===== src/rtl/ui_config_ctrl_pkg.sv =====
// Shared types for the board-side UI configuration controller.
// The state enum values double as the HEX display code.
package ui_pkg;

  typedef enum logic [3:0] {
    SLV_SEL = 4'd0,
    RW_SEL  = 4'd1,
    EXT_SEL = 4'd2,
    EXT_WR0 = 4'd3,
    EXT_WR1 = 4'd4,
    START0  = 4'd5,
    START1  = 4'd6,
    END0    = 4'd7,
    END1    = 4'd8,
    CONFIG  = 4'd9,
    READY   = 4'd10,
    COMM    = 4'd11,
    DONE    = 4'd12
  } ui_state_t;

  typedef enum logic [1:0] {
    SLAVE_NONE = 2'd0,
    SLAVE_1    = 2'd1,
    SLAVE_2    = 2'd2,
    SLAVE_3    = 2'd3
  } slave_t;

  typedef enum logic {
    OP_READ  = 1'b0,
    OP_WRITE = 1'b1
  } operation_t;

  // Simulation-friendly default; board builds override this to 1_000_000.
  localparam int DEFAULT_DEBOUNCE = 4;

endpackage


===== src/rtl/ui_config_ctrl_if.sv =====
// Configuration/handshake bundle between the UI controller and the master/arbiter side.
interface ui_config_ctrl_if #(
  parameter int MASTER_COUNT           = 2,
  parameter int DATA_WIDTH             = 16,
  parameter int MASTER_ADDR_WIDTH      = 12,
  parameter int MAX_MASTER_WRITE_DEPTH = 16
);

  localparam int WA = $clog2(MAX_MASTER_WRITE_DEPTH);

  logic [2*MASTER_COUNT-1:0]                 slave_sel;
  logic [MASTER_COUNT-1:0]                   master_rw;
  logic [MASTER_COUNT-1:0]                   ext_wr_sel;
  logic [MASTER_COUNT*MASTER_ADDR_WIDTH-1:0] start_addr;
  logic [MASTER_COUNT*MASTER_ADDR_WIDTH-1:0] end_addr;
  logic                                      ext_wr_valid;
  logic                                      ext_wr_master;
  logic [WA-1:0]                             ext_wr_addr;
  logic [DATA_WIDTH-1:0]                     ext_wr_data;
  logic                                      config_start;
  logic                                      config_done;
  logic                                      com_start;
  logic                                      com_done;
  logic                                      rd_valid;
  logic [MASTER_ADDR_WIDTH-1:0]              rd_addr;

  modport master (
    output slave_sel, master_rw, ext_wr_sel, start_addr, end_addr,
    output ext_wr_valid, ext_wr_master, ext_wr_addr, ext_wr_data,
    output config_start, com_start, rd_valid, rd_addr,
    input  config_done, com_done
  );

  modport slave (
    input  slave_sel, master_rw, ext_wr_sel, start_addr, end_addr,
    input  ext_wr_valid, ext_wr_master, ext_wr_addr, ext_wr_data,
    input  config_start, com_start, rd_valid, rd_addr,
    output config_done, com_done
  );

endinterface


===== src/rtl/ui_config_ctrl_button_debouncer.sv =====
// Debounces one active-low push button into a single press pulse per press.
module button_debouncer
  import ui_pkg::*;
#(
  parameter int DEBOUNCE_CYCLES = DEFAULT_DEBOUNCE
) (
  input  logic clk,
  input  logic rstN,
  input  logic btnN,
  output logic press_pulse
);

  localparam int              CW   = $clog2(DEBOUNCE_CYCLES + 1);
  localparam logic [CW-1:0]   LAST = CW'(DEBOUNCE_CYCLES - 1);
  localparam logic [CW-1:0]   FULL = CW'(DEBOUNCE_CYCLES);

  logic [CW-1:0] count_q;

  // The count saturates while held, so only a release can re-arm the pulse.
  always_ff @(posedge clk or negedge rstN) begin
    if (!rstN) begin
      count_q     <= '0;
      press_pulse <= 1'b0;
    end else begin
      press_pulse <= !btnN && (count_q == LAST);
      if (btnN)
        count_q <= '0;
      else if (count_q != FULL)
        count_q <= count_q + 1'b1;
    end
  end

endmodule


===== src/rtl/ui_config_ctrl.sv =====
// Push-button/switch configuration walker feeding the master/arbiter config ports.
// Define UI_INPUT_SYNC_EN to put 2-flop synchronizers on the buttons and switches.
module ui_config_ctrl
  import ui_pkg::*;
#(
  parameter int MASTER_COUNT           = 2,
  parameter int DATA_WIDTH             = 16,
  parameter int MASTER_ADDR_WIDTH      = 12,
  parameter int MAX_MASTER_WRITE_DEPTH = 16,
  parameter int DEBOUNCE_CYCLES        = DEFAULT_DEBOUNCE
) (
  input  logic              clk,
  input  logic              rstN,
  input  logic              jump_stateN,
  input  logic              jump_next_addr,
  input  logic [17:0]       SW,
  ui_config_ctrl_if.master  cfg,
  output logic              communication_ready,
  output logic              communication_done,
  output logic [3:0]        state_code
);

  localparam int            WA        = $clog2(MAX_MASTER_WRITE_DEPTH);
  localparam int            AW        = MASTER_ADDR_WIDTH;
  localparam logic [WA-1:0] ADDR_LAST = WA'(MAX_MASTER_WRITE_DEPTH - 1);

  logic                  state_btn_n;
  logic                  next_btn_n;
  logic [DATA_WIDTH-1:0] sw_s;
  logic                  unused_sw;

  assign unused_sw = ^SW[17:DATA_WIDTH];

`ifdef UI_INPUT_SYNC_EN
  logic [1:0]            state_sync_q;
  logic [1:0]            next_sync_q;
  logic [DATA_WIDTH-1:0] sw_meta_q;
  logic [DATA_WIDTH-1:0] sw_sync_q;

  // Buttons idle high, so their synchronizers reset to 1 to avoid a phantom press.
  always_ff @(posedge clk or negedge rstN) begin
    if (!rstN) begin
      state_sync_q <= 2'b11;
      next_sync_q  <= 2'b11;
      sw_meta_q    <= '0;
      sw_sync_q    <= '0;
    end else begin
      state_sync_q <= {state_sync_q[0], jump_stateN};
      next_sync_q  <= {next_sync_q[0], jump_next_addr};
      sw_meta_q    <= SW[DATA_WIDTH-1:0];
      sw_sync_q    <= sw_meta_q;
    end
  end

  assign state_btn_n = state_sync_q[1];
  assign next_btn_n  = next_sync_q[1];
  assign sw_s        = sw_sync_q;
`else
  assign state_btn_n = jump_stateN;
  assign next_btn_n  = jump_next_addr;
  assign sw_s        = SW[DATA_WIDTH-1:0];
`endif

  logic state_ev;
  logic next_ev;

  button_debouncer #(.DEBOUNCE_CYCLES(DEBOUNCE_CYCLES)) u_state_db (
    .clk         (clk),
    .rstN        (rstN),
    .btnN        (state_btn_n),
    .press_pulse (state_ev)
  );

  button_debouncer #(.DEBOUNCE_CYCLES(DEBOUNCE_CYCLES)) u_next_db (
    .clk         (clk),
    .rstN        (rstN),
    .btnN        (next_btn_n),
    .press_pulse (next_ev)
  );

  ui_state_t state_q, state_d;
  logic      wr_req, cfg_start_req, com_start_req, rd_req;

  logic [MASTER_COUNT-1:0] ext_sel_q;
  slave_t                  slv_q   [MASTER_COUNT];
  operation_t              rw_q    [MASTER_COUNT];
  logic [AW-1:0]           start_q [MASTER_COUNT];
  logic [AW-1:0]           end_q   [MASTER_COUNT];
  logic [WA-1:0]           ext_addr_q;

  logic                  ext_wr_valid_q, ext_wr_master_q;
  logic [WA-1:0]         ext_wr_addr_q;
  logic [DATA_WIDTH-1:0] ext_wr_data_q;
  logic                  config_start_q, com_start_q, rd_valid_q;
  logic [AW-1:0]         rd_addr_q;

  always_ff @(posedge clk or negedge rstN) begin
    if (!rstN)
      state_q <= SLV_SEL;
    else
      state_q <= state_d;
  end

  // A state press always wins over a simultaneous next press.
  always_comb begin
    state_d       = state_q;
    wr_req        = 1'b0;
    cfg_start_req = 1'b0;
    com_start_req = 1'b0;
    rd_req        = 1'b0;
    unique case (state_q)
      SLV_SEL: if (state_ev) state_d = RW_SEL;
      RW_SEL:  if (state_ev) state_d = EXT_SEL;
      EXT_SEL: if (state_ev) state_d = sw_s[0] ? EXT_WR0 : (sw_s[1] ? EXT_WR1 : START0);
      EXT_WR0: begin
        wr_req = state_ev || next_ev;
        if (state_ev) state_d = ext_sel_q[1] ? EXT_WR1 : START0;
      end
      EXT_WR1: begin
        wr_req = state_ev || next_ev;
        if (state_ev) state_d = START0;
      end
      START0:  if (state_ev) state_d = START1;
      START1:  if (state_ev) state_d = END0;
      END0:    if (state_ev) state_d = END1;
      END1: begin
        if (state_ev) begin
          state_d       = CONFIG;
          cfg_start_req = 1'b1;
        end
      end
      CONFIG:  if (cfg.config_done) state_d = READY;
      READY: begin
        if (state_ev) begin
          state_d       = COMM;
          com_start_req = 1'b1;
        end
      end
      COMM:    if (cfg.com_done) state_d = DONE;
      DONE: begin
        if (state_ev)
          state_d = SLV_SEL;
        else if (next_ev)
          rd_req = 1'b1;
      end
      default: state_d = SLV_SEL;
    endcase
  end

  always_ff @(posedge clk or negedge rstN) begin
    if (!rstN) begin
      ext_sel_q       <= '0;
      ext_addr_q      <= '0;
      ext_wr_valid_q  <= 1'b0;
      ext_wr_master_q <= 1'b0;
      ext_wr_addr_q   <= '0;
      ext_wr_data_q   <= '0;
      config_start_q  <= 1'b0;
      com_start_q     <= 1'b0;
      rd_valid_q      <= 1'b0;
      rd_addr_q       <= '0;
      for (int m = 0; m < MASTER_COUNT; m++) begin
        slv_q[m]   <= SLAVE_NONE;
        rw_q[m]    <= OP_READ;
        start_q[m] <= '0;
        end_q[m]   <= '0;
      end
    end else begin
      ext_wr_valid_q <= wr_req;
      config_start_q <= cfg_start_req;
      com_start_q    <= com_start_req;
      rd_valid_q     <= rd_req;

      // The address saturates so extra entries keep overwriting the last slot.
      if (wr_req) begin
        ext_wr_master_q <= (state_q == EXT_WR1);
        ext_wr_addr_q   <= ext_addr_q;
        ext_wr_data_q   <= sw_s;
        if (state_ev)
          ext_addr_q <= '0;
        else if (ext_addr_q != ADDR_LAST)
          ext_addr_q <= ext_addr_q + 1'b1;
      end

      if (rd_req)
        rd_addr_q <= sw_s[AW-1:0];

      if (state_ev) begin
        case (state_q)
          SLV_SEL: for (int m = 0; m < MASTER_COUNT; m++) slv_q[m] <= slave_t'(sw_s[2*m +: 2]);
          RW_SEL:  for (int m = 0; m < MASTER_COUNT; m++) rw_q[m] <= operation_t'(sw_s[m]);
          EXT_SEL: ext_sel_q <= sw_s[MASTER_COUNT-1:0];
          START0:  start_q[0] <= sw_s[AW-1:0];
          START1:  start_q[1] <= sw_s[AW-1:0];
          END0:    end_q[0]   <= sw_s[AW-1:0];
          END1:    end_q[1]   <= sw_s[AW-1:0];
          default: ;
        endcase
      end
    end
  end

  always_comb begin
    cfg.slave_sel  = '0;
    cfg.master_rw  = '0;
    cfg.start_addr = '0;
    cfg.end_addr   = '0;
    for (int m = 0; m < MASTER_COUNT; m++) begin
      cfg.slave_sel[2*m +: 2]   = slv_q[m];
      cfg.master_rw[m]          = rw_q[m];
      cfg.start_addr[m*AW +: AW] = start_q[m];
      cfg.end_addr[m*AW +: AW]   = end_q[m];
    end
  end

  assign cfg.ext_wr_sel    = ext_sel_q;
  assign cfg.ext_wr_valid  = ext_wr_valid_q;
  assign cfg.ext_wr_master = ext_wr_master_q;
  assign cfg.ext_wr_addr   = ext_wr_addr_q;
  assign cfg.ext_wr_data   = ext_wr_data_q;
  assign cfg.config_start  = config_start_q;
  assign cfg.com_start     = com_start_q;
  assign cfg.rd_valid      = rd_valid_q;
  assign cfg.rd_addr       = rd_addr_q;

  assign communication_ready = (state_q == READY);
  assign communication_done  = (state_q == DONE);
  assign state_code          = state_q;

endmodule


===== src/flat_wrapper.sv =====
// flat-port wrapper written by rule: the top's interface ports become plain ports
module ui_config_ctrl_flat import ui_pkg::*;
#(
  parameter int MASTER_COUNT           = 2,
  parameter int DATA_WIDTH             = 16,
  parameter int MASTER_ADDR_WIDTH      = 12,
  parameter int MAX_MASTER_WRITE_DEPTH = 16,
  parameter int DEBOUNCE_CYCLES        = DEFAULT_DEBOUNCE
)
  (clk, rstN, jump_stateN, jump_next_addr, SW, communication_ready, communication_done, state_code, cfg_slave_sel, cfg_master_rw, cfg_ext_wr_sel, cfg_start_addr, cfg_end_addr, cfg_ext_wr_valid, cfg_ext_wr_master, cfg_ext_wr_addr, cfg_ext_wr_data, cfg_config_start, cfg_com_start, cfg_rd_valid, cfg_rd_addr, cfg_config_done, cfg_com_done);
  ui_config_ctrl_if #(.MASTER_COUNT(MASTER_COUNT), .DATA_WIDTH(DATA_WIDTH), .MASTER_ADDR_WIDTH(MASTER_ADDR_WIDTH), .MAX_MASTER_WRITE_DEPTH(MAX_MASTER_WRITE_DEPTH)) cfg_i ();
  input  logic clk;
  input  logic rstN;
  input  logic jump_stateN;
  input  logic jump_next_addr;
  input  logic [17:0] SW;
  output logic communication_ready;
  output logic communication_done;
  output logic [3:0] state_code;
  output wire logic [$bits(cfg_i.slave_sel)-1:0] cfg_slave_sel;
  output wire logic [$bits(cfg_i.master_rw)-1:0] cfg_master_rw;
  output wire logic [$bits(cfg_i.ext_wr_sel)-1:0] cfg_ext_wr_sel;
  output wire logic [$bits(cfg_i.start_addr)-1:0] cfg_start_addr;
  output wire logic [$bits(cfg_i.end_addr)-1:0] cfg_end_addr;
  output wire logic [$bits(cfg_i.ext_wr_valid)-1:0] cfg_ext_wr_valid;
  output wire logic [$bits(cfg_i.ext_wr_master)-1:0] cfg_ext_wr_master;
  output wire logic [$bits(cfg_i.ext_wr_addr)-1:0] cfg_ext_wr_addr;
  output wire logic [$bits(cfg_i.ext_wr_data)-1:0] cfg_ext_wr_data;
  output wire logic [$bits(cfg_i.config_start)-1:0] cfg_config_start;
  output wire logic [$bits(cfg_i.com_start)-1:0] cfg_com_start;
  output wire logic [$bits(cfg_i.rd_valid)-1:0] cfg_rd_valid;
  output wire logic [$bits(cfg_i.rd_addr)-1:0] cfg_rd_addr;
  input wire logic [$bits(cfg_i.config_done)-1:0] cfg_config_done;
  input wire logic [$bits(cfg_i.com_done)-1:0] cfg_com_done;
  assign cfg_slave_sel = cfg_i.slave_sel;
  assign cfg_master_rw = cfg_i.master_rw;
  assign cfg_ext_wr_sel = cfg_i.ext_wr_sel;
  assign cfg_start_addr = cfg_i.start_addr;
  assign cfg_end_addr = cfg_i.end_addr;
  assign cfg_ext_wr_valid = cfg_i.ext_wr_valid;
  assign cfg_ext_wr_master = cfg_i.ext_wr_master;
  assign cfg_ext_wr_addr = cfg_i.ext_wr_addr;
  assign cfg_ext_wr_data = cfg_i.ext_wr_data;
  assign cfg_config_start = cfg_i.config_start;
  assign cfg_com_start = cfg_i.com_start;
  assign cfg_rd_valid = cfg_i.rd_valid;
  assign cfg_rd_addr = cfg_i.rd_addr;
  assign cfg_i.config_done = cfg_config_done;
  assign cfg_i.com_done = cfg_com_done;
  ui_config_ctrl #(.MASTER_COUNT(MASTER_COUNT), .DATA_WIDTH(DATA_WIDTH), .MASTER_ADDR_WIDTH(MASTER_ADDR_WIDTH), .MAX_MASTER_WRITE_DEPTH(MAX_MASTER_WRITE_DEPTH), .DEBOUNCE_CYCLES(DEBOUNCE_CYCLES)) u_core (.clk(clk), .rstN(rstN), .jump_stateN(jump_stateN), .jump_next_addr(jump_next_addr), .SW(SW), .cfg(cfg_i), .communication_ready(communication_ready), .communication_done(communication_done), .state_code(state_code));
endmodule

===== config.mk =====
export PLATFORM = sky130hd
export DESIGN_NAME = ui_config_ctrl_flat
export DESIGN_NICKNAME = d
export VERILOG_FILES = /design/src/rtl/ui_config_ctrl_pkg.sv /design/src/rtl/ui_config_ctrl_if.sv /design/src/rtl/ui_config_ctrl_button_debouncer.sv /design/src/rtl/ui_config_ctrl.sv /design/src/flat_wrapper.sv
export SDC_FILE = /design/constraint.sdc
export NUM_CORES = 1
export LEC_CHECK = 0
export CELL_PAD_IN_SITES_DETAIL_PLACEMENT = 0
export CELL_PAD_IN_SITES_GLOBAL_PLACEMENT = 2
export CORE_AREA = 2 2 118 120
export DETAILED_ROUTE_END_ITERATION = 8
export DIE_AREA = 0 0 120 122
export GPL_TIMING_DRIVEN = 0
export PLACE_DENSITY_LB_ADDON = 0.1
export SYNTH_ARGS = -nofsm -noshare
export SYNTH_HDL_FRONTEND = slang
export SYNTH_SLANG_ARGS = --single-unit

===== constraint.sdc =====
create_clock -name clk -period 3.07 [get_ports clk]
set_clock_uncertainty 0.2 [all_clocks]
set_input_delay 0.921 -clock clk [delete_from_list [all_inputs] [get_ports clk]]
set_output_delay 0.921 -clock clk [all_outputs]
set_load 0.05 [all_outputs]

Yosys cells after proc, flatten, opt, wreduce, memory -nomap -nowiden

Index checks and enable logic that the tools add are counted.

Bits in registers: 109
Latch bits: 0
Memory bits (writable): 0
Bits in read-only memories: 0
Output and inout bits: 99
Word-level logic and storage cells: 105
Memories kept: 0

$add $sub $neg: 3
Multiply operators: 0
Divide/modulo/power cells: 0
$lt $le $gt $ge: 0
Eq/ne operators: 30
Shift-type cells: 0
Muxes and demuxes: 30
Bitwise gates (word level): 0
Reduce and logical (&&, ||, !) cells: 19

Operators with widths:

| kind                  | count |
|---|---|
| $mux W4               | 16 |
| $pmux W4 S13          | 1 |
| $ne A2 B2 Y1 const B  | 11 |
| $eq A4 B4 Y1 const B  | 5 |
| $eq A4 B3 Y1 const B  | 4 |
| $reduce_and A2 Y1     | 8 |
| $reduce_and A13 Y1    | 1 |
| $mux W3               | 4 |
| $mux W1               | 9 |
| $eq A4 B2 Y1 const B  | 2 |
| $add A3 B1 Y3 const B | 2 |
| $eq A3 B2 Y1 const B  | 2 |
| $ne A3 B3 Y1 const B  | 2 |
| $reduce_bool A2 Y1    | 3 |
| $add A4 B1 Y4 const B | 1 |
| $eq A4 B1 Y1 const B  | 1 |
| $logic_not A4 Y1      | 1 |
| $ne A2 B1 Y1 const B  | 2 |
| $ne A4 B4 Y1 const B  | 1 |
| $logic_and A1 B1 Y1   | 2 |
| $logic_not A1 Y1      | 2 |
| $reduce_or A2 Y1      | 1 |
| $logic_or A1 B1 Y1    | 1 |

Longest topological paths before layout

Gate-level depths: netlist (run 1).

Depth in word-level cells: 4
Gate-level depth with buffers: 6
Mapped depth without buffers: 5

Hierarchy

A second synthesis (run 1) with hierarchy kept.

Cells, all modules: 329
Area, all modules: 4549.4 um2

By module, submodules not included:

| module           | instances | cells an instance | area each (um2) | seq. area each (um2) |
|---|---|---|---|---|
| ui_config_ctrl   | 1         | 291               | 4139.0          | 2527.4 |
| button_debouncer | 2         | 19                | 205.2           | 100.1 |

Least setup slack after synthesis (run 1)

OpenSTA, ideal clock, no wires.

Kind: register to output
Start: register u_core.state_q[2], in the netlist u_core.state_code[2]
End: output communication_ready
Arrival time: 2.660 ns
Slack: -0.711 ns
Cell stages (with the launch flop): 4
Buffers on the path: 2
Path through: dfrtp_1 -> buf_4 -> clkbuf_1 -> nor4b_1

Word-level cells in the longest chain between the ends: 1

Ends and longest elaborated chain:

| item                     | RTL line              | source |
|---|---|---|
| start: declaration       | ui_config_ctrl.sv:81  | `ui_state_t state_q, state_d;` |
| start signal: assignment | ui_config_ctrl.sv:101 | `state_q <= state_d;` |
| $eq A4 B4 Y1             | ui_config_ctrl.sv:226 | `assign communication_ready = (state_q == READY);` |
| end: declaration         | flat_wrapper.sv:17    | `output logic communication_ready;` |

No other way between the ends.

Final worst setup path (run 1)

Start: register u_core.state_q[1], in the netlist u_core.state_code[1]
End: output communication_done

Word-level cells in the longest chain between the ends: 1

Ends and longest elaborated chain:

| item             | RTL line              | source |
|---|---|---|
| $eq A4 B4 Y1     | ui_config_ctrl.sv:227 | `assign communication_done = (state_q == DONE);` |
| end: declaration | flat_wrapper.sv:18    | `output logic communication_done;` |

No other way between the ends.

==> flow_summary_export.csv, run 1 <==
group,metric,value,unit
status,run_status,"finished clean",
critical_path,worstReg2RegStart,"u_core.state_code[2]$_DFFE_PN0P_",
logic_synthesis,post_synth_instance_area,4420,sq um
finish,total_of_fill_cells_in_the_finished_design,1228,
timing,max_slew.worst_pin.slew,560,ps
cts,cts.reportedPaths.clkPinSlew,70,ps
timing,setup_tns,0,ps
finish,multi_input_comb_area,1590,sq um
critical_path,setup.worst_path.class,"flip-flop to primary output",
timing,timing.final.crit_period,2970,ps
critical_path,reg2reg_setup_slack,910,ps
cts,worst_skew_pair.late_latency,350,ps
cts,cts_post_setup_buffers_inserted,0,
detailed_routing,viasPerCell,4.66,
critical_path,rr_endpoint,"u_core.cfg.ext_wr_data[2]$_DFFE_PN0P_",
power_and_ir_drop,leakage,2.70,nW
finish,layout.cells.non_filler,625,
logic_synthesis,synth-edff-count,0,
logic_synthesis,ys_seq_area_share,61.7,%
detailed_routing,dr.pass1.iters,4,
global_route,globalRoute.totalOverflow,0,
logic_synthesis,synth_compound_area_share,4.10,%
cts,cts-hold-fix-buffers,0,
critical_path,worst-path-buf-inv,2,
timing,post-route-worst-setup-slack,100,ps
detailed_routing,num_vias,2914,
cts,ctsHtreeMaxLevel,3,
placed_design,place.port_buffers,119,
global_route,grt_start_max_net_pins,70,
timing,report.final.slew_viol_count,0,
detailed_routing,post_drt_wl_per_cell,17.0,microns
logic_synthesis,yosys_register_bits,109,
finish,fraction_of_layout_cells_with_a_size_suffix_above_1,27.4,%
logic_synthesis,combinational_family_with_the_most_area_after_synthesis,"multiplexers",
critical_path,crit_fanout,10,
timing,rsz_0062_raised_after_global_routing,"no",
floorplanning,standard_cell_rows,43,
detailed_routing,remaining_drc_errors,0,
floorplanning,die_ar,14600,sq um
logic_synthesis,synth.yosys.warnings,0,
placed_design,dpl_cell_area,5880,sq um
timing,timing.final.hold_violations,0,
timing,fmax,337,MHz
floorplanning,floorplan.io_pins,123,
cts,ctsRootBufferMaster,"clkbuf_16",
timing,final_min_period_over_clock_period,96.7,%
logic_synthesis,yosys.area.top_type_share,61.7,%
critical_path,crit_slowest_cell,"clkdlybuf4s18_2",
logic_synthesis,post_synth_and_or_nand_nor_area_fraction,6.14,%
timing,slew_headroom,62.6,%
power_and_ir_drop,netSwitchingFraction,42.3,%
global_route,vias_in_the_first_global_route,3115,
cts,tritoncts_clock_tree,"built",
detailed_routing,first_iter_violations,101,
timing,setup_violations,0,
logic_synthesis,synth.mux.area_fraction,22.9,%
finish,nNetsFinal,471,
logic_synthesis,synthesis.instances,309,
power_and_ir_drop,power_density,973,nW/um^2
critical_path,cp_top_family,"buffers and inverters",
logic_synthesis,synth_top_cell_by_area,"dfrtp_1",
global_route,initial_antenna_violation_count,0,
job,maxcap_violations,0,
logic_synthesis,synth_fp_nets,340,
logic_synthesis,netlist-cell-type-count,37,
critical_path,timing.critical_path.arrival,1850,ps
power_and_ir_drop,worst_vdd_ir,0.407,mV
logic_synthesis,yosys.area_share.xor_xnor,0.396,%
power_and_ir_drop,switchingPower,2.54,mW
placed_design,dp.final_hpwl,7290,microns
floorplanning,chipHeight,122,microns
cts,clockBufferDepth,2,
global_route,groute.usage.overall,15.6,%
worst_hold_path,min-delay-path-class,"input pin to asynchronous set/reset pin",
finish,post-route-util,45.8,%
power_and_ir_drop,pwr-share-seq,34.3,%
critical_path,largest_incremental_delay_on_the_critical_path,410,ps
logic_synthesis,synth_adder_area_share,1.98,%
placed_design,post-place-cells,609,
placed_design,final_wtd_congestion,0.749,
timing,whs,279,ps
floorplanning,core_area,13500,sq um
critical_path,start_kind,"flip-flop",
logic_synthesis,syn_area_per_cell,14.3,sq um
power_and_ir_drop,power_frac_comb,46.0,%
detailed_routing,postRouteAntennaNets,0,
logic_synthesis,async_reset_ff_share,100,%
critical_path,r2r_depth,5,
critical_path,crit_path_cell_trace,"buf_4 > or2_1 > nor2_1 > clkdlybuf4s18_2",
critical_path,cp_data_required_time,1950,ps
logic_synthesis,netlist_top_cells_area,"dfrtp_1 (62%), mux2_2 (23%), ha_1 (2.0%), a21oi_1 (1.0%), nand2_1 (1.0%)",
power_and_ir_drop,clkPwrFrac,19.7,%
finish,final_area,6180,sq um
global_route,grt_first_pass_wirelength,17100,microns
floorplanning,initial_core_util,32.8,%
logic_synthesis,synth_flop_cell,"dfrtp_1",
critical_path,setup.worst_path.end_class,"primary output",
cts,clkSinkCount,109,
finish,antenna_cells,0,
finish,ff_latch_area,2730,sq um
detailed_routing,finalWirelength,10600,microns
floorplanning,chipWidth,120,microns
placed_design,detailedPlace.worstSlack,-1.99,ps
finish,area_delta_synth_final,39.6,%
power_and_ir_drop,power_report.internal_total,3.47,mW
power_and_ir_drop,power.total,6.01,mW
cts,cts_inserted_buffers,9,
==> power groups by stage <==
stage,logic (mW),registers [mW],clock network (mW)
3_5_place_dp,2.79,2.10,0
2_1_floorplan,0.615,3.29,0
6_report,2.77,2.06,1.18
3_3_place_gp,2.78,2.08,0
5_1_grt,2.92,2.13,1.30
4_1_cts,2.80,2.07,1.23
==> synthesized netlist by cell type, types with 2 or more instances <==
library cell  number
buf_4              3
nand2_1           12
o21ai_0            6
o21bai_1           2
nor2b_1            3
inv_1             10
nor3_1             3
nor3b_1            2
buf_2              5
ha_1               7
nand3_1            4
xnor2_1            2
clkbuf_1           4
o311ai_1           2
nand4b_1           2
nand2b_1           4
mux2_2            89
nor2_1            10
buf_6              2
nand3b_1           4
a21oi_1            9
dfrtp_1          109
==> area by class of cell <==
cell class                      instances  area share, %
Buffer                                 15           1.44
Clock buffer                           11           3.77
Clock inverter                          5           1.07
Inverter                               10          0.608
Multi-Input combinational cell        175           25.7
Sequential cell                       109           44.1
Tap cell                              180           3.65
Timing Repair Buffer                  120           19.7
==> placed cells by master (no fill, tap or decap), drive strengths merged, types with 2 or more instances in the layout <==
master,synthesis,routed
nand3b,5,5
nor2b,3,3
clkbuf,4,15
xnor2,2,2
nor2,10,10
nor3,3,3
dfrtp,109,109
inv,10,12
nor3b,2,2
a21oi,10,10
o21ai,6,6
buf,11,14
o21bai,2,2
nand2b,4,4
mux2,89,89
nand4b,2,2
ha,7,7
nand2,12,12
o311ai,2,2
nand3,4,4
clkdlybuf4s50,0,116
==> registers in the layout, indices dropped and copies added (netlist names) <==
register / count
u_core.cfg.com_start: 1
u_core.u_next_db.count_q: 3
u_core.u_state_db.press_pulse: 1
u_core.cfg.ext_wr_addr: 4
u_core.cfg.ext_wr_valid: 1
u_core.cfg.end_addr: 24
u_core.cfg.rd_addr: 12
u_core.u_state_db.count_q: 3
u_core.cfg.ext_wr_data: 16
u_core.cfg.master_rw: 2
u_core.cfg.start_addr: 24
u_core.cfg.ext_wr_sel: 2
u_core.state_code: 4
u_core.cfg.rd_valid: 1
u_core.ext_addr_q: 4
u_core.cfg.ext_wr_master: 1
u_core.u_next_db.press_pulse: 1
u_core.cfg.slave_sel: 4
u_core.cfg.config_start: 1
==> kinds of logic (layout without fill, tap and decap cells) <==
| kind of cell | after synthesis | after routing |
|---|---|---|
| AOI/OAI and AO/OA | 26 | 26 |
| xor gates and xnor gates | 2 | 2 |
| adders and majority gates | 7 | 7 |
| buffers and inverters | 25 | 161 |
| DFF | 109 | 109 |
| muxes | 90 | 90 |
| and+or+nand+nor | 50 | 50 |
==> metal layers <==
| metal | share of wire (%) | GRT usage [%] | wire, microns | vias to the layer above |
|---|---|---|---|---|
| met2 | 49 | 24.8 | 5220 | 66 |
| met3 | 6.0 | 4.68 | 640 | 11 |
| met1 | 43 | 19.7 | 4590 | 1492 |
| met5 | 0 | 0 | 0 | - |
| li1 | - | - | - | 1345 |
| met4 | 1.9 | 6.62 | 201 | 0 |
==> worst max-delay path by stage <==
stage | cells after the start | slack, ps | to | startpoint
2_1_floorplan | 3 | 160 | communication_done | u_core.state_code[1]$_DFFE_PN0P_
3_3_place_gp | 1 | -3510 | u_core.cfg.rd_addr[8]$_DFFE_PN0P_ | rstN
3_5_place_dp | 4 | -2 | communication_ready | u_core.state_code[2]$_DFFE_PN0P_
4_1_cts | 4 | 50 | communication_ready | u_core.state_code[2]$_DFFE_PN0P_
5_1_grt | 4 | 3 | communication_done | u_core.state_code[1]$_DFFE_PN0P_
6_report | 4 | 100 | communication_done | u_core.state_code[1]$_DFFE_PN0P_
==> timing repair <==
item	4_1_cts	5_1_grt
endpoints found under the hold margin	0	0
resized for setup	6	3
cloned	0	0
endpoints found under the setup margin	2	2
Note: power is estimated with default switching activity, not from simulation.
==> run 2: changes to the inputs <==
--- a/config.mk
+++ b/config.mk
@@ -11,6 +11,7 @@
 export DETAILED_ROUTE_END_ITERATION = 8
 export DIE_AREA = 0 0 120 122
 export GPL_TIMING_DRIVEN = 0
+export MAX_ROUTING_LAYER = met4
 export PLACE_DENSITY_LB_ADDON = 0.1
 export SYNTH_ARGS = -nofsm -noshare
 export SYNTH_HDL_FRONTEND = slang
==> flow_summary_export.csv, run 2 (synthesized netlist as in run 1, its figures left out) <==
group,metric,value,unit
critical_path,crit_fanout,10,
cts,ctsRootBufferMaster,"clkbuf_16",
timing,timing.final.hold_violations,0,
finish,area_delta_synth_final,39.7,%
cts,cts_post_setup_buffers_inserted,0,
cts,cts-hold-fix-buffers,0,
timing,max_slew.worst_pin.slew,558,ps
critical_path,cp_top_family,"buffers and inverters",
cts,ctsHtreeMaxLevel,3,
cts,cts_inserted_buffers,9,
power_and_ir_drop,leakage,2.70,nW
finish,total_of_fill_cells_in_the_finished_design,1227,
placed_design,post-place-cells,609,
detailed_routing,post_drt_wl_per_cell,17.0,microns
global_route,grt_start_max_net_pins,70,
placed_design,dp.final_hpwl,7290,microns
status,run_status,"finished clean",
critical_path,timing.critical_path.arrival,1870,ps
detailed_routing,num_vias,2916,
detailed_routing,viasPerCell,4.67,
timing,whs,277,ps
timing,final_min_period_over_clock_period,97.4,%
global_route,globalRoute.totalOverflow,0,
power_and_ir_drop,power_density,972,nW/um^2
floorplanning,die_ar,14600,sq um
timing,setup_violations,0,
placed_design,dpl_cell_area,5880,sq um
floorplanning,chipHeight,122,microns
floorplanning,core_area,13500,sq um
detailed_routing,postRouteAntennaNets,0,
detailed_routing,finalWirelength,10700,microns
placed_design,final_wtd_congestion,0.759,
finish,final_common_cell,"clkdlybuf4s50_1",
finish,final_area,6180,sq um
finish,fraction_of_layout_cells_with_a_size_suffix_above_1,27.6,%
power_and_ir_drop,power.total,6.01,mW
job,maxcap_violations,0,
critical_path,start_kind,"flip-flop",
floorplanning,chipWidth,120,microns
placed_design,place.port_buffers,119,
timing,post-route-worst-setup-slack,79.6,ps
global_route,grt_first_pass_wirelength,17100,microns
critical_path,crit_path_cell_trace,"buf_4 > or2_1 > nor2_1 > clkdlybuf4s18_2",
detailed_routing,remaining_drc_errors,0,
critical_path,crit_slowest_cell,"clkdlybuf4s18_2",
global_route,groute.usage.overall,16.1,%
worst_hold_path,min-delay-path-class,"input pin to asynchronous set/reset pin",
floorplanning,initial_core_util,32.8,%
finish,nNetsFinal,471,
critical_path,setup.worst_path.end_class,"primary output",
cts,tritoncts_clock_tree,"built",
timing,report.final.slew_viol_count,0,
global_route,initial_antenna_violation_count,0,
timing,timing.final.crit_period,2990,ps
power_and_ir_drop,worst_vdd_ir,0.409,mV
critical_path,worst-path-buf-inv,2,
floorplanning,standard_cell_rows,43,
placed_design,detailedPlace.worstSlack,-1.99,ps
finish,layout.cells.non_filler,625,
finish,antenna_cells,0,
timing,slew_headroom,62.7,%
floorplanning,floorplan.io_pins,123,
global_route,vias_in_the_first_global_route,3127,
cts,clockBufferDepth,2,
timing,fmax,334,MHz
timing,rsz_0062_raised_after_global_routing,"no",
cts,cts.reportedPaths.clkPinSlew,70,ps
cts,clkSinkCount,109,
finish,layout.cells.most_common_list,"clkdlybuf4s50_1 (116), dfrtp_1 (109), mux2_2 (89)",
cts,worst_skew_pair.late_latency,350,ps
critical_path,largest_incremental_delay_on_the_critical_path,410,ps
critical_path,setup.worst_path.class,"flip-flop to primary output",
critical_path,cp_data_required_time,1950,ps
detailed_routing,first_iter_violations,116,
detailed_routing,dr.pass1.iters,4,
## run 2: cell count changes in the layout (fill, tap and decap cells not counted)
cell	before	now
clkbuf_1	6	5
clkbuf_2	0	1
## run 2: final cells by class
class,instances,area [sq um],share of cell area [%]
Buffer,15,90.1,1.46
Clock buffer,11,233,3.77
Clock inverter,5,66.3,1.07
Inverter,10,37.5,0.607
Multi-Input combinational cell,175,1590,25.7
Sequential cell,109,2730,44.1
Tap cell,180,225,3.64
Timing Repair Buffer,120,1210,19.7
## run 2: worst paths after layout
kind / start / end / slack (ps) / cells after the start
setup / recovery: u_core.state_code[1]$_DFFE_PN0P_ / communication_done / 80 / 4
hold / removal: rstN / u_core.state_code[2]$_DFFE_PN0P_ / 280 / 1
setup reg to reg: u_core.state_code[2]$_DFFE_PN0P_ / u_core.cfg.ext_wr_data[2]$_DFFE_PN0P_ / 900 / 5
hold reg to reg: u_core.cfg.end_addr[4]$_DFFE_PN0P_ / u_core.cfg.end_addr[4]$_DFFE_PN0P_ / 310 / 1
max in group asynchronous: rstN / u_core.cfg.ext_wr_data[9]$_DFFE_PN0P_ / 1720 / 2
min in group clk: u_core.cfg.end_addr[4]$_DFFE_PN0P_ / u_core.cfg.end_addr[4]$_DFFE_PN0P_ / 310 / 1
## run 2: per-layer routing
layer  up-vias  share of wire, %  track usage, %
met2        66                49            24.8
li1       1344                 -               -
met5         -                 0               -
met3        13               5.1            4.03
met4         0               1.9            6.62
met1      1493                44            20.2
## run 2: power by group
| part | total (mW) | internal (mW) | switching [mW] |
|---|---|---|---|
| clock | 1.18 | 0.644 | 0.537 |
| sequential | 2.06 | 1.83 | 0.230 |
| combinational | 2.77 | 0.996 | 1.77 |
## run 2: stage by stage
stage          utilization, %  TNS, ps
6_report                 45.8        0
2_1_floorplan               -        0
4_1_cts                  45.8        0
5_1_grt                  45.8        0
3_5_place_dp             43.6    -1.99
3_3_place_gp             43.4  -381230
## run 2: timing repair
item,in CTS,in global routing
setup endpoints to repair,2,2
pin swaps,0,0
gates resized for setup,6,5
==> run 3: changes to the inputs <==
--- a/config.mk
+++ b/config.mk
@@ -8,6 +8,7 @@
 export CELL_PAD_IN_SITES_DETAIL_PLACEMENT = 0
 export CELL_PAD_IN_SITES_GLOBAL_PLACEMENT = 2
 export CORE_AREA = 2 2 118 120
+export CTS_CLUSTER_DIAMETER = 30
 export DETAILED_ROUTE_END_ITERATION = 8
 export DIE_AREA = 0 0 120 122
 export GPL_TIMING_DRIVEN = 0
@@ -15,4 +16,5 @@
 export PLACE_DENSITY_LB_ADDON = 0.1
 export SYNTH_ARGS = -nofsm -noshare
 export SYNTH_HDL_FRONTEND = slang
+export SYNTH_HIERARCHICAL = 1
 export SYNTH_SLANG_ARGS = --single-unit
==> flow_summary_export.csv, run 3 <==
group,metric,value,unit
status,run_status,"finished clean",
finish,antenna_cells,0,
finish,total_of_fill_cells_in_the_finished_design,1262,
logic_synthesis,yosys_register_bits,109,
finish,layout.cells.most_common_list,"clkdlybuf4s50_1 (116), dfrtp_1 (109), mux2_2 (87)",
logic_synthesis,synth.yosys.warnings,6,
floorplanning,initial_core_util,33.7,%
job,maxcap_violations,0,
global_route,grt_start_max_net_pins,71,
logic_synthesis,synth_flop_cell,"dfrtp_1",
power_and_ir_drop,pwr-share-seq,33.9,%
detailed_routing,dr.pass1.iters,4,
timing,setup_violations,0,
cts,cts_post_setup_buffers_inserted,0,
critical_path,cp_data_required_time,1950,ps
cts,ctsHtreeMaxLevel,3,
detailed_routing,postRouteAntennaNets,0,
detailed_routing,viasPerCell,4.79,
logic_synthesis,yosys.area.top_type_share,60.0,%
critical_path,crit_fanout,10,
global_route,groute.usage.overall,16.2,%
detailed_routing,finalWirelength,11000,microns
power_and_ir_drop,netSwitchingFraction,40.9,%
cts,ctsRootBufferMaster,"clkbuf_16",
floorplanning,chipHeight,122,microns
cts,cts_inserted_buffers,9,
power_and_ir_drop,clkPwrFrac,22.2,%
logic_synthesis,syn_area_per_cell,13.8,sq um
logic_synthesis,synth_fp_nets,360,
critical_path,start_kind,"flip-flop",
detailed_routing,remaining_drc_errors,0,
finish,fraction_of_layout_cells_with_a_size_suffix_above_1,27.1,%
cts,cts.reportedPaths.clkPinSlew,70,ps
logic_synthesis,post_synth_instance_area,4550,sq um
floorplanning,die_ar,14600,sq um
timing,timing.final.crit_period,2950,ps
global_route,grt_first_pass_wirelength,17500,microns
finish,final_common_cell,"clkdlybuf4s50_1",
global_route,globalRoute.totalOverflow,0,
cts,clkSinkCount,109,
logic_synthesis,ys_seq_area_share,60.0,%
timing,fmax,339,MHz
logic_synthesis,synthTopCellsByCount,"dfrtp_1 (109), mux2_2 (87), a21oi_1 (11), nand2_1 (11), nand3_1 (10)",
global_route,vias_in_the_first_global_route,3211,
cts,worst_skew_pair.late_latency,350,ps
timing,setup_tns,0,ps
critical_path,setup.worst_path.class,"flip-flop to primary output",
power_and_ir_drop,switchingPower,2.45,mW
cts,clockBufferDepth,2,
power_and_ir_drop,power_report.internal_total,3.54,mW
placed_design,final_wtd_congestion,0.743,
global_route,initial_antenna_violation_count,0,
timing,rsz_0062_raised_after_global_routing,"no",
critical_path,timing.critical_path.arrival,1820,ps
timing,timing.final.hold_violations,0,
detailed_routing,num_vias,3092,
finish,nNetsFinal,491,
timing,final_min_period_over_clock_period,96.0,%
worst_hold_path,min-delay-path-class,"flip-flop to flip-flop",
logic_synthesis,async_reset_ff_share,100,%
timing,slew_headroom,56.3,%
floorplanning,floorplan.io_pins,123,
finish,post-route-util,47.0,%
timing,max_slew.worst_pin.slew,654,ps
power_and_ir_drop,worst_vdd_ir,0.484,mV
floorplanning,core_area,13500,sq um
floorplanning,standard_cell_rows,43,
finish,area_delta_synth_final,39.4,%
placed_design,dpl_cell_area,6000,sq um
logic_synthesis,synthMostInstantiatedCell,"dfrtp_1",
floorplanning,chipWidth,120,microns
logic_synthesis,netlist-cell-type-count,39,
placed_design,dp.final_hpwl,7530,microns
logic_synthesis,synthesis.instances,329,
timing,report.final.slew_viol_count,0,
detailed_routing,first_iter_violations,195,
logic_synthesis,synth_top_cell_by_area,"dfrtp_1",
cts,tritoncts_clock_tree,"built",
logic_synthesis,netlist_top_cells_area,"dfrtp_1 (60%), mux2_2 (22%), ha_1 (1.9%), a21oi_1 (1.2%), nand2b_1 (1.1%)",
power_and_ir_drop,leakage,2.79,nW
power_and_ir_drop,power_frac_comb,43.9,%
timing,whs,307,ps
logic_synthesis,synth-edff-count,0,
detailed_routing,post_drt_wl_per_cell,17.1,microns
placed_design,place.port_buffers,119,
critical_path,setup.worst_path.end_class,"primary output",
finish,final_area,6340,sq um
power_and_ir_drop,power_density,944,nW/um^2
run 3: cells by family (layout without fill, tap and decap cells):
family                     count (synthesis)  count (layout)  share of synthesized area [%]
adders and majority gates                  7               7                           1.93
and+or+nand+nor                           58              58                           6.99
muxes                                     88              88                           21.8
DFF                                      109             109                           60.0
AOI/OAI and AO/OA                         40              40                           6.16
buffers and inverters                     27             163                           3.19
run 3: what timing repair did:
action / CTS / global route
hold buffers: 0 / 0
gates resized for setup: 4 / 2
setup endpoints to repair: 2 / 1
run 3: power groups by stage:
stage	clock, mW	sequential [mW]	combinational [mW]
finish	1.33	2.03	2.63
floorplan	0	3.17	0.608
global placement	0	2.04	2.63
CTS	1.37	2.04	2.65
global route	1.43	2.08	2.76
detailed placement	0	2.06	2.64
run 3: final timing paths:
path                                                         start                               endpoint  slack [ps]  cells after the start
setup / recovery                  u_core/state_code[2]$_DFFE_PN0P_                    communication_ready         120                      4
hold / removal                 u_core/cfg.end_addr[14]$_DFFE_PN0P_    u_core/cfg.end_addr[14]$_DFFE_PN0P_         310                      1
setup reg to reg           u_core/u_state_db/press_pulse$_DFF_PN0_  u_core/cfg.start_addr[22]$_DFFE_PN0P_         880                      6
hold reg to reg                u_core/cfg.end_addr[14]$_DFFE_PN0P_    u_core/cfg.end_addr[14]$_DFFE_PN0P_         310                      1
max in group asynchronous                                     rstN   u_core/cfg.start_addr[8]$_DFFE_PN0P_        1570                      2
min in group asynchronous                                     rstN  u_core/cfg.ext_wr_addr[3]$_DFFE_PN0P_         360                      1
run 3: worst max-delay path, stage by stage (launching register included):
cell,delay [ps]
dfrtp_1,500
clkbuf_1,260
nand2b_1,220
nor2_1,120
clkdlybuf4s15_2,380
run 3: layer usage:
layer | wire [microns] | vias up | track usage [%]
li1 | - | 1421 | -
met1 | 4910 | 1571 | 19.9
met2 | 5280 | 84 | 25.0
met3 | 673 | 16 | 5.43
met4 | 167 | 0 | 5.66
met5 | 0 | - | -
run 3: per-stage QoR:
step	std cells	setup slack, ps	power (mW)
4_1_cts	645	65.8	6.06
3_5_place_dp	629	38.1	4.70
5_1_grt	645	12.8	6.28
3_3_place_gp	628	-3450	4.67
2_1_floorplan	329	210	3.78
6_report	645	124	5.99
run 3: area by class of cell:
type | count | area [sq um] | share of cell area (%)
plain buffers | 18 | 113 | 1.78
clock buffers | 12 | 267 | 4.20
clock inverters | 4 | 77.6 | 1.22
inverters | 9 | 33.8 | 0.533
multi-input cells | 193 | 1680 | 26.5
flip-flops and latches | 109 | 2730 | 43.0
well taps | 180 | 225 | 3.55
repair buffers | 120 | 1220 | 19.2
